==> src/rtl/study_guide_pkg.sv <==
// Shared types, default widths and helpers for the study-mode guide and its timer.
package study_pkg;

    typedef enum logic [2:0] {
        ST_IDLE     = 3'd0,
        ST_SHOW     = 3'd1,
        ST_WAIT     = 3'd2,
        ST_GRADE    = 3'd3,
        ST_RETRY    = 3'd4,
        ST_PLAY     = 3'd5,
        ST_PLAYWAIT = 3'd6,
        ST_DONE     = 3'd7
    } state_t;

    localparam int unsigned NOTE_REST     = 0;
    localparam int          NOTE_W_DEF    = 3;
    localparam int          OCT_W_DEF     = 3;
    localparam int          LEN_W_DEF     = 3;
    localparam int          NOTE_KEYS_DEF = 7;
    localparam int          MAX_KEYS      = 32;

    // Wide result so callers with any key count can slice what they need.
    function automatic logic [MAX_KEYS-1:0] note_to_onehot(input logic [7:0] note, input int keys);
        logic [MAX_KEYS-1:0] oh;
        oh = '0;
        if (note != 8'(NOTE_REST) && int'(note) <= keys)
            oh = MAX_KEYS'(1) << (note - 8'd1);
        return oh;
    endfunction

endpackage

==> src/rtl/study_guide_timer.sv <==
// Per-attempt timeout down-counter: clear reloads, enable counts, expire pulses on terminal count.
module study_timer #(
    parameter int unsigned TIMEOUT_CYC = 100_000_000
) (
    input  logic clk,
    input  logic rst,
    input  logic clear,
    input  logic enable,
    output logic expire
);

    localparam int CW = $clog2(TIMEOUT_CYC + 1);

    logic [CW-1:0] count;

    always_ff @(posedge clk) begin
        if (rst || clear)
            count <= CW'(TIMEOUT_CYC - 1);
        else if (enable && count != '0)
            count <= count - CW'(1);
    end

    assign expire = enable && (count == '0);

endmodule

==> src/rtl/study_guide.sv <==
// Study-mode guide: walks a song step by step, grades player hits, replays the correct tone.
// Build option STUDY_GUIDE_OCTAVE_CHECK_EN makes grading also require the octave to match.
//
// state    | meaning
// IDLE     | mode inactive, waiting for start
// SHOW     | latch goal note from song ROM
// WAIT     | target key lit, waiting for hit or timeout
// GRADE    | compare latched hit against goal
// RETRY    | wait for feedback tone, then retry or force advance
// PLAY     | request the correct tone
// PLAYWAIT | wait for the tone to finish, then next step or DONE
// DONE     | song finished
module study_guide
    import study_pkg::*;
#(
    parameter int          NOTE_KEYS   = NOTE_KEYS_DEF,
    parameter int          NOTE_W      = NOTE_W_DEF,
    parameter int          OCT_W       = OCT_W_DEF,
    parameter int          LEN_W       = LEN_W_DEF,
    parameter int          IDX_W       = 6,
    parameter int          MAX_TRY     = 3,
    parameter int unsigned TIMEOUT_CYC = 100_000_000,
    parameter int          STAT_W      = 8
) (
    input  logic                 clk,
    input  logic                 rst,
    input  logic                 en,
    input  logic                 start,
    input  logic                 hit_valid,
    input  logic [OCT_W-1:0]     hit_octave,
    input  logic [NOTE_W-1:0]    hit_note,
    output logic [IDX_W-1:0]     step_idx,
    input  logic [OCT_W-1:0]     goal_octave,
    input  logic [NOTE_W-1:0]    goal_note,
    input  logic [LEN_W-1:0]     goal_length,
    input  logic [IDX_W-1:0]     last_idx,
    output logic                 snd_req,
    output logic [OCT_W-1:0]     snd_octave,
    output logic [NOTE_W-1:0]    snd_note,
    output logic [LEN_W-1:0]     snd_length,
    input  logic                 snd_busy,
    output logic [NOTE_KEYS-1:0] note_led,
    output logic [STAT_W-1:0]    hit_cnt,
    output logic [STAT_W-1:0]    miss_cnt,
    output logic [STAT_W-1:0]    tout_cnt,
    output logic                 done,
    output logic [2:0]           state
);

    state_t              state_q, state_nxt;
    logic [OCT_W-1:0]    goal_oct_q, hit_oct_q;
    logic [NOTE_W-1:0]   goal_note_q, hit_note_q;
    logic [LEN_W-1:0]    goal_len_q;
    logic [2:0]          try_q;
    logic [1:0]          pw_cnt_q;
    logic                busy_seen_q;
    logic                timer_expire, match, try_last, pw_finish;

    logic step_clr, step_inc, latch_goal, hit_latch, try_inc, led_clr;
    logic stats_clr, inc_hit, inc_miss, inc_tout, fb_req, play_req;

    study_timer #(.TIMEOUT_CYC(TIMEOUT_CYC)) u_timer (
        .clk    (clk),
        .rst    (rst),
        .clear  (state_q != ST_WAIT),
        .enable (state_q == ST_WAIT),
        .expire (timer_expire)
    );

`ifdef STUDY_GUIDE_OCTAVE_CHECK_EN
    assign match = (hit_note_q == goal_note_q) && (hit_oct_q == goal_oct_q);
`else
    assign match = (hit_note_q == goal_note_q);
`endif

    assign try_last = ({1'b0, try_q} + 4'd1) == 4'(MAX_TRY);
    // A tone that never raises busy within four cycles is treated as already finished.
    assign pw_finish = busy_seen_q ? !snd_busy : (!snd_busy && pw_cnt_q == 2'd3);

    always_comb begin
        state_nxt  = state_q;
        step_clr   = 1'b0;
        step_inc   = 1'b0;
        latch_goal = 1'b0;
        hit_latch  = 1'b0;
        try_inc    = 1'b0;
        led_clr    = 1'b0;
        stats_clr  = 1'b0;
        inc_hit    = 1'b0;
        inc_miss   = 1'b0;
        inc_tout   = 1'b0;
        fb_req     = 1'b0;
        play_req   = 1'b0;
        if (!en) begin
            state_nxt = ST_IDLE;
            step_clr  = 1'b1;
            led_clr   = 1'b1;
        end else if (start) begin
            state_nxt = ST_SHOW;
            step_clr  = 1'b1;
            stats_clr = 1'b1;
            led_clr   = 1'b1;
        end else begin
            unique case (state_q)
                ST_IDLE: ;
                ST_SHOW: begin
                    latch_goal = 1'b1;
                    state_nxt  = ST_WAIT;
                end
                ST_WAIT: begin
                    if (goal_note_q == NOTE_W'(NOTE_REST)) begin
                        state_nxt = ST_PLAY;
                    end else if (hit_valid) begin
                        hit_latch = 1'b1;
                        state_nxt = ST_GRADE;
                    end else if (timer_expire) begin
                        inc_tout  = 1'b1;
                        state_nxt = ST_RETRY;
                    end
                end
                ST_GRADE: begin
                    if (match) begin
                        inc_hit   = 1'b1;
                        state_nxt = ST_PLAY;
                    end else begin
                        inc_miss  = 1'b1;
                        fb_req    = 1'b1;
                        state_nxt = ST_RETRY;
                    end
                end
                ST_RETRY: begin
                    // snd_req still high means the engine has not yet had a chance to raise busy.
                    if (!snd_busy && !snd_req) begin
                        if (try_last) begin
                            state_nxt = ST_PLAY;
                        end else begin
                            try_inc   = 1'b1;
                            state_nxt = ST_WAIT;
                        end
                    end
                end
                ST_PLAY: begin
                    play_req  = 1'b1;
                    state_nxt = ST_PLAYWAIT;
                end
                ST_PLAYWAIT: begin
                    if (pw_finish) begin
                        if (step_idx >= last_idx) begin
                            led_clr   = 1'b1;
                            state_nxt = ST_DONE;
                        end else begin
                            step_inc  = 1'b1;
                            state_nxt = ST_SHOW;
                        end
                    end
                end
                ST_DONE: ;
                default: state_nxt = ST_IDLE;
            endcase
        end
    end

    always_ff @(posedge clk) begin
        if (rst) begin
            state_q     <= ST_IDLE;
            step_idx    <= '0;
            goal_oct_q  <= '0;
            goal_note_q <= '0;
            goal_len_q  <= '0;
            hit_oct_q   <= '0;
            hit_note_q  <= '0;
            try_q       <= '0;
            pw_cnt_q    <= '0;
            busy_seen_q <= 1'b0;
            note_led    <= '0;
            hit_cnt     <= '0;
            miss_cnt    <= '0;
            tout_cnt    <= '0;
            snd_req     <= 1'b0;
            snd_octave  <= '0;
            snd_note    <= '0;
            snd_length  <= '0;
        end else begin
            state_q <= state_nxt;
            snd_req <= fb_req | play_req;

            if (step_clr)
                step_idx <= '0;
            else if (step_inc)
                step_idx <= step_idx + IDX_W'(1);

            if (latch_goal) begin
                goal_oct_q  <= goal_octave;
                goal_note_q <= goal_note;
                goal_len_q  <= goal_length;
                try_q       <= '0;
            end else if (try_inc) begin
                try_q <= try_q + 3'd1;
            end

            if (hit_latch) begin
                hit_oct_q  <= hit_octave;
                hit_note_q <= hit_note;
            end

            if (led_clr)
                note_led <= '0;
            else if (latch_goal)
                note_led <= NOTE_KEYS'(note_to_onehot(8'(goal_note), NOTE_KEYS));

            if (stats_clr) begin
                hit_cnt  <= '0;
                miss_cnt <= '0;
                tout_cnt <= '0;
            end else begin
                if (inc_hit && hit_cnt != '1)
                    hit_cnt <= hit_cnt + STAT_W'(1);
                if (inc_miss && miss_cnt != '1)
                    miss_cnt <= miss_cnt + STAT_W'(1);
                if (inc_tout && tout_cnt != '1)
                    tout_cnt <= tout_cnt + STAT_W'(1);
            end

            if (fb_req) begin
                snd_octave <= hit_oct_q;
                snd_note   <= hit_note_q;
                snd_length <= goal_len_q;
            end else if (play_req) begin
                snd_octave <= goal_oct_q;
                snd_note   <= goal_note_q;
                snd_length <= goal_len_q;
            end

            if (play_req) begin
                pw_cnt_q    <= '0;
                busy_seen_q <= 1'b0;
            end else if (state_q == ST_PLAYWAIT) begin
                if (snd_busy)
                    busy_seen_q <= 1'b1;
                if (pw_cnt_q != 2'd3)
                    pw_cnt_q <= pw_cnt_q + 2'd1;
            end
        end
    end

    assign done  = (state_q == ST_DONE);
    assign state = state_q;

endmodule

==> config.mk <==
export PLATFORM = sky130hd
export DESIGN_NAME = study_guide
export DESIGN_NICKNAME = d
export VERILOG_FILES = /design/src/rtl/study_guide_pkg.sv /design/src/rtl/study_guide_timer.sv /design/src/rtl/study_guide.sv
export SDC_FILE = /design/constraint.sdc
export NUM_CORES = 1
export LEC_CHECK = 0
export BUFFER_PORTS_ARGS = -buffer_cell sky130_fd_sc_hd__buf_2
export CELL_PAD_IN_SITES_DETAIL_PLACEMENT = 1
export CELL_PAD_IN_SITES_GLOBAL_PLACEMENT = 2
export CORE_ASPECT_RATIO = 0.8
export CORE_UTILIZATION = 32
export CTS_BUF_LIST = sky130_fd_sc_hd__clkbuf_4
export DETAILED_ROUTE_END_ITERATION = 7
export HOLD_SLACK_MARGIN = 0.15
export PLACE_DENSITY_LB_ADDON = 0.08
export SYNTH_ARGS = -nofsm -noshare
export SYNTH_HDL_FRONTEND = slang
export SYNTH_SLANG_ARGS = --single-unit
==> constraint.sdc <==
create_clock -name clk -period 2.3 [get_ports clk]
set_input_delay 0.46 -clock clk [delete_from_list [all_inputs] [get_ports clk]]
set_output_delay 0.46 -clock clk [all_outputs]
set_load 0.1 [all_outputs]
==> results of run 1 <==
==> state kept, by name (all words and copies together) (netlist names), 3 cells and up <==
register       cells
hit_oct_q          3
snd_note           3
goal_note_q        3
hit_note_q         3
u_timer.count     27
snd_length         3
goal_len_q         3
state              3
goal_oct_q         3
step_idx           6
note_led           7
miss_cnt           8
hit_cnt            8
try_q              3
tout_cnt           8
snd_octave         3
==> worst max-delay path by stage <==
| stage | start | to | slack (ps) |
|---|---|---|---|
| floorplan | u_timer.count[5] | u_timer.count[14] | -70 |
| global placement | u_timer.count[7] | u_timer.count[14] | -2 |
| detailed placement | u_timer.count[1] | state[1] | -40 |
| CTS | u_timer.count[1] | state[1] | 0.9 |
| global route | u_timer.count[1] | tout_cnt[5] | -60 |
| finish | u_timer.count[1] | tout_cnt[5] | 40 |
==> where the power goes <==
part | total (mW) | internal (mW) | leakage, nW | switching (mW)
Sequential | 1.70 | 1.70 | 0.796 | 0.00177
Combinational | 0.133 | 0.0477 | 1.50 | 0.0850
Clock | 0.964 | 0.332 | 0.0780 | 0.632
==> layer usage <==
| layer | share of wire, % | global-route usage (%) | wire length (um) |
|---|---|---|---|
| met1 | 52 | 27.29 | 7695 |
| met4 | 1.0 | 4.946 | 148 |
| met5 | 0 | 0 | 0 |
| met2 | 43 | 29.08 | 6363 |
| met3 | 3.4 | 3.652 | 506 |
==> worst max-delay path, delay by kind of cell (launching register included) <==
family                     cells  cell delay (ps)
AOI/OAI and AO/OA              1              120
DFF                            1              370
buffers and inverters          1               80
and+or+nand+nor                4             1510
adders and majority gates      1              140
==> placed cells by master, fill, tap and decap left out, types with 12 or more instances in the layout <==
master	n
buf_2	76
or3_1	12
buf_4	49
nand4_1	12
o21ai_0	13
mux2i_1	20
nor2_1	66
a21oi_1	40
nand3_1	17
xor2_1	14
nand2_1	60
ha_1	18
inv_1	18
dfxtp_2	16
dfxtp_1	80
nor3_1	21
xnor2_1	18
==> repair_timing <==
| action | CTS | global route |
|---|---|---|
| resized for setup | 6 | 18 |
| endpoints found under the hold margin | 1 | 2 |
| setup buffers | 3 | 2 |
| hold buffers | 1 | 2 |
| endpoints found under the setup margin | 12 | 24 |
| pin swaps | 3 | 8 |
==> cell families after synthesis <==
family | share of synthesized area [%]
simple gates | 26.94
xor+xnor | 5.583
mux | 4.212
fa+ha+maj | 4.736
buf+inv | 3.813
compound gates | 15.63
flops | 39.08
==> final cells by class <==
cell class	count	area, sq um	share of cell area [%]
Multi-Input combinational cell	448	2980	47.67
Sequential cell	98	1989	31.82
Timing Repair Buffer	130	809.5	12.95
Tap cell	210	262.8	4.203
Inverter	20	75.07	1.201
Clock buffer	9	67.56	1.081
Clock inverter	7	67.56	1.081
==> per-stage QoR <==
stage | setup WS, ps | power (mW) | TNS (ps) | util (%)
3_5_place_dp | -38.97 | 1.865 | -194.5 | 39.19
4_1_cts | 0.8586 | 2.837 | 0 | 40.41
5_1_grt | -59.77 | 2.928 | -133.1 | 41.23
3_3_place_gp | -1.570 | 1.862 | -1.570 | 39.19
2_1_floorplan | -66.25 | 1.804 | -66.25 | -
6_report | 40.02 | 2.796 | 0 | 41.23
==> impl_metrics.csv, run 1 <==
group,metric,value,unit
run_status,run_status,"finished, final reports clean",
final_layout,fin_cells,922,
hold_path,holdPathEnd,"goal_len_q[2]",
critical_path,path_max_fanout,8,
timing,rsz0062_at_grt,"yes",
power_and_ir_drop,peakVddDrop,0.0002914,V
timing,clock_skew,19.48,ps
critical_path,r2r-end,"tout_cnt[5]",
clock_tree,cts_tree,"built",
final_layout,area_delta_synth_final,24.55,%
floorplan,core_region_area,0.01516,sq mm
power_and_ir_drop,power.density,447.2,mW/mm^2
critical_path,r2r_slack,40,ps
floorplan,rows,40,
critical_path,slowest_stage,"or4_4",
timing,finalCriticalPeriod,2260,ps
routing,drt_iter0_markers,146,
power_and_ir_drop,p_leak,2.376,nW
yosys,yosys.area.top_type,"dfxtp_1",
timing,maxSlewHeadroom,52.26,%
global_route,grt_overflow,0,
hold_path,hp-start,"goal_length[2]",
job,max_cap_violations,0,
clock_tree,htree_levels,3,
floorplan,io_pins,78,
yosys,yosysUniqueCellTypes,66,
yosys,synthDominantCellAreaShare,39.08,%
place,dp.cells,899,
floorplan,die_w,142.0,um
critical_path,rr_worst_depth,7,
critical_path,cp-end-kind,"register",
hold_path,hold_depth,3,
yosys,netlist_top_cells_count,"dfxtp_1 (98), nor2_1 (67), nand2_1 (60), a21oi_1 (43), nor3_1 (21)",
clock_tree,cts_buffer_depth,2,
yosys,ys_seq_elements,98,
yosys,synth_most_common_cell,"dfxtp_1",
clock_tree,cts_inserted_buffers,9,
clock_tree,cts.sinks,98,
timing,worstMarginPinSlew,716.1,ps
final_layout,final_cell_area,0.006252,sq mm
clock_tree,clk_latency,480,ps
timing,finalHoldViolCount,0,
clock_tree,cts_root_buffer,"clkbuf_4",
global_route,grt_max_degree,33,
routing,drc_errors,0,
yosys,syn_area_per_cell,8.523,sq um
yosys,synth.area.top_cells,"dfxtp_1 (39%), nor2_1 (5.0%), ha_1 (4.7%), nand2_1 (4.5%), a21oi_1 (4.3%)",
yosys,synth_edf_count,0,
routing,drt_wl_total,14710,um
yosys,ys_seq_area_share,39.08,%
routing,drt-wirelength-per-cell,15.96,um
floorplan,die_h,114.0,um
critical_path,cp-start-kind,"register",
final_layout,drive_above_1_share,27.81,%
routing,drt_pass1_iterations,6,
final_layout,num_antenna_cells,0,
clock_tree,clk_pin_slew,170,ps
yosys,syn_nets,635,
yosys,async_reset_ff_share,0,%
place,gp_congestion,0.7923,
place,io_buffers,77,
routing,postRouteAntennaNets,0,
timing,fmax,442.5,MHz
global_route,grt_pass1_wl,24470,um
yosys,synthesis.area,0.005020,sq mm
critical_path,worst_ep_arrival_time,2690,ps
timing,slew_violations,0,
critical_path,cp_cell_sequence,"inv_2 > ha_4 > or3b_4 > nor4_4 > nand4_4 > or4_4 > a21oi_2",
routing,via_per_inst,5.172,
timing,setup_viol,0,
timing,finalCritPeriodShare,98.26,%
critical_path,critPathKind,"reg2reg",
yosys,synth_cells,589,
floorplan,start_util,33.10,%
place,place_area,0.005943,sq mm
yosys,synth_ff_type,"dfxtp_1",
global_route,antenna_found_initial,0,
global_route,grt_pass1_vias,4672,
critical_path,required,2730,ps
yosys,ys_warn_count,0,
timing,worst_hold_slack,208.6,ps
final_layout,num-fill-cells,1854,
hold_path,hold_path_class,"in2reg",
place,hpwlAfterDp,10970,um
final_layout,finalNetCount,753,
global_route,grt_use_total,19.05,%
critical_path,max_stage_delay,550,ps
critical_path,regToRegStartpoint,"u_timer.count[1]",
floorplan,die-area,0.01620,sq mm
routing,vias,4769,
Power figures use the tool's default switching activity.
==> inputs of run 2 (changes only) <==
- MAX_ROUTING_LAYER: default -> met4
==> impl_metrics.csv, run 2 (synthesized netlist as in run 1, its figures left out) <==
group,metric,value,unit
power_and_ir_drop,p_leak,2.383,nW
routing,vias,4775,
clock_tree,clk_latency,490,ps
critical_path,required,2730,ps
timing,finalHoldViolCount,0,
clock_tree,cts_root_buffer,"clkbuf_4",
timing,setup_viol,0,
hold_path,hold_path_class,"in2reg",
hold_path,hold_depth,3,
global_route,grtUsageMet1,27.26,%
critical_path,regToRegStartpoint,"u_timer.count[1]",
critical_path,crit_start,"u_timer.count[1]",
floorplan,die_h,114.0,um
global_route,busiest_layer,"met2",
final_layout,final_cell_mix,"dfxtp_1 (80), buf_2 (76), nor2_1 (66)",
routing,via_per_inst,5.173,
global_route,gr-usage-met2,29.12,%
hold_path,holdPathEnd,"goal_len_q[2]",
job,max_cap_violations,0,
floorplan,core_region_area,0.01516,sq mm
critical_path,r2r_slack,40,ps
final_layout,finalNetCount,754,
global_route,grt_max_degree,33,
timing,worstMarginPinSlew,716.5,ps
critical_path,cp-start-kind,"register",
global_route,grt_pass1_wl,24470,um
routing,drt_pass1_iterations,6,
global_route,grt_overflow,0,
routing,drt-wirelength-per-cell,15.96,um
place,gp_congestion,0.8035,
final_layout,max_flop_register,"u_timer.count",
timing,setup_tns,0,ps
hold_path,hp-start,"goal_length[2]",
timing,finalCritPeriodShare,98.34,%
timing,fmax,442.1,MHz
critical_path,path_max_fanout,8,
power_and_ir_drop,power.density,445.9,mW/mm^2
routing,postRouteAntennaNets,0,
global_route,grt_pass1_vias,4673,
global_route,grt_use_total,19.64,%
timing,worst_hold_slack,203.8,ps
final_layout,num-fill-cells,1849,
global_route,antenna_found_initial,0,
final_layout,area_delta_synth_final,24.93,%
routing,drc_errors,0,
final_layout,drive_above_1_share,27.91,%
clock_tree,cts_inserted_buffers,9,
floorplan,io_pins,78,
floorplan,start_util,33.10,%
critical_path,r2r-end,"tout_cnt[5]",
power_and_ir_drop,peakVddDrop,0.0002913,V
critical_path,worst_ep_arrival_time,2700,ps
critical_path,critPathKind,"reg2reg",
floorplan,die_w,142.0,um
routing,drt_wl_total,14730,um
final_layout,largest_reg_flops,27,
timing,clock_skew,18.83,ps
clock_tree,cts_buffer_depth,2,
place,hpwlAfterDp,10970,um
critical_path,cp-end-kind,"register",
run_status,run_status,"finished, final reports clean",
clock_tree,cts_tree,"built",
critical_path,rr_worst_depth,7,
global_route,grt_util_met3,4.240,%
floorplan,die-area,0.01620,sq mm
power_and_ir_drop,total_power,2.796,mW
floorplan,rows,40,
clock_tree,htree_levels,3,
timing,maxSlewHeadroom,52.23,%
timing,slew_violations,0,
routing,drt_iter0_markers,158,
final_layout,num_antenna_cells,0,
clock_tree,cts.sinks,98,
final_layout,final_common_cell,"dfxtp_1",
place,io_buffers,77,
timing,finalCriticalPeriod,2262,ps
clock_tree,clk_pin_slew,170,ps
timing,rsz0062_at_grt,"yes",
## run 2: changes by cell type in the layout (fill, tap and decap cells not counted)
cell,previous run,this run
buf_6,1,0
o31ai_2,0,1
buf_8,0,1
dlygate4sd3_1,3,4
o31ai_1,7,6
## run 2: timing repair
| item | CTS | global route |
|---|---|---|
| pin swaps | 3 | 8 |
| buffers inserted | 3 | 2 |
| setup endpoints to repair | 12 | 24 |
| endpoints found under the hold margin | 1 | 3 |
| resized for setup | 6 | 20 |
| hold buffers | 1 | 3 |
## run 2: how the worst max path moves through the flow
| stage | endpoint | cells past startpoint |
|---|---|---|
| global route | tout_cnt[5] | 7 |
| CTS | state[1] | 8 |
| finish | tout_cnt[5] | 7 |
| global placement | u_timer.count[14] | 5 |
| floorplan | u_timer.count[14] | 6 |
| detailed placement | state[1] | 8 |
## run 2: critical path, stage by stage, from the launching register on
cell and delay, ps:
dfxtp_2 370, inv_2 80, ha_4 140, or3b_4 410
nor4_4 370, nand4_4 180, or4_4 550, a21oi_2 130
## run 2: layer usage
layer | share of wire [%] | vias to the layer above | routed length [um]
li1 | - | 2376 | -
met1 | 52 | 2314 | 7677
met2 | 43 | 78 | 6391
met3 | 3.7 | 7 | 550
met4 | 0.75 | 0 | 111
met5 | 0 | - | 0
## run 2: metrics by stage
| step | cells | setup WS (ps) | instance area [sq um] | util [%] |
|---|---|---|---|---|
| after floorplan | 589 | -66.25 | 5079 | - |
| after global placement | 899 | -1.570 | 5943 | 39.19 |
| after detailed placement | 899 | -38.97 | 5943 | 39.19 |
| after CTS | 919 | 0.8586 | 6128 | 40.41 |
| after global routing | 923 | -59.67 | 6271 | 41.35 |
| final | 923 | 38.20 | 6271 | 41.35 |
## run 2: report_power, final
group | leakage, nW | internal [mW] | switching [mW] | total, mW
Clock | 0.0780 | 0.332 | 0.631 | 0.963
Combinational | 1.51 | 0.0488 | 0.0851 | 0.134
Sequential | 0.796 | 1.70 | 0.00177 | 1.70
## run 2: cell type report
cell class	instances	area [sq um]	share of cell area, %
Clock inverter	7	67.56	1.077
Tap cell	210	262.8	4.190
Multi-Input combinational cell	448	2985	47.61
Timing Repair Buffer	131	823.3	13.13
Sequential cell	98	1989	31.72
Clock buffer	9	67.56	1.077
Inverter	20	75.07	1.197
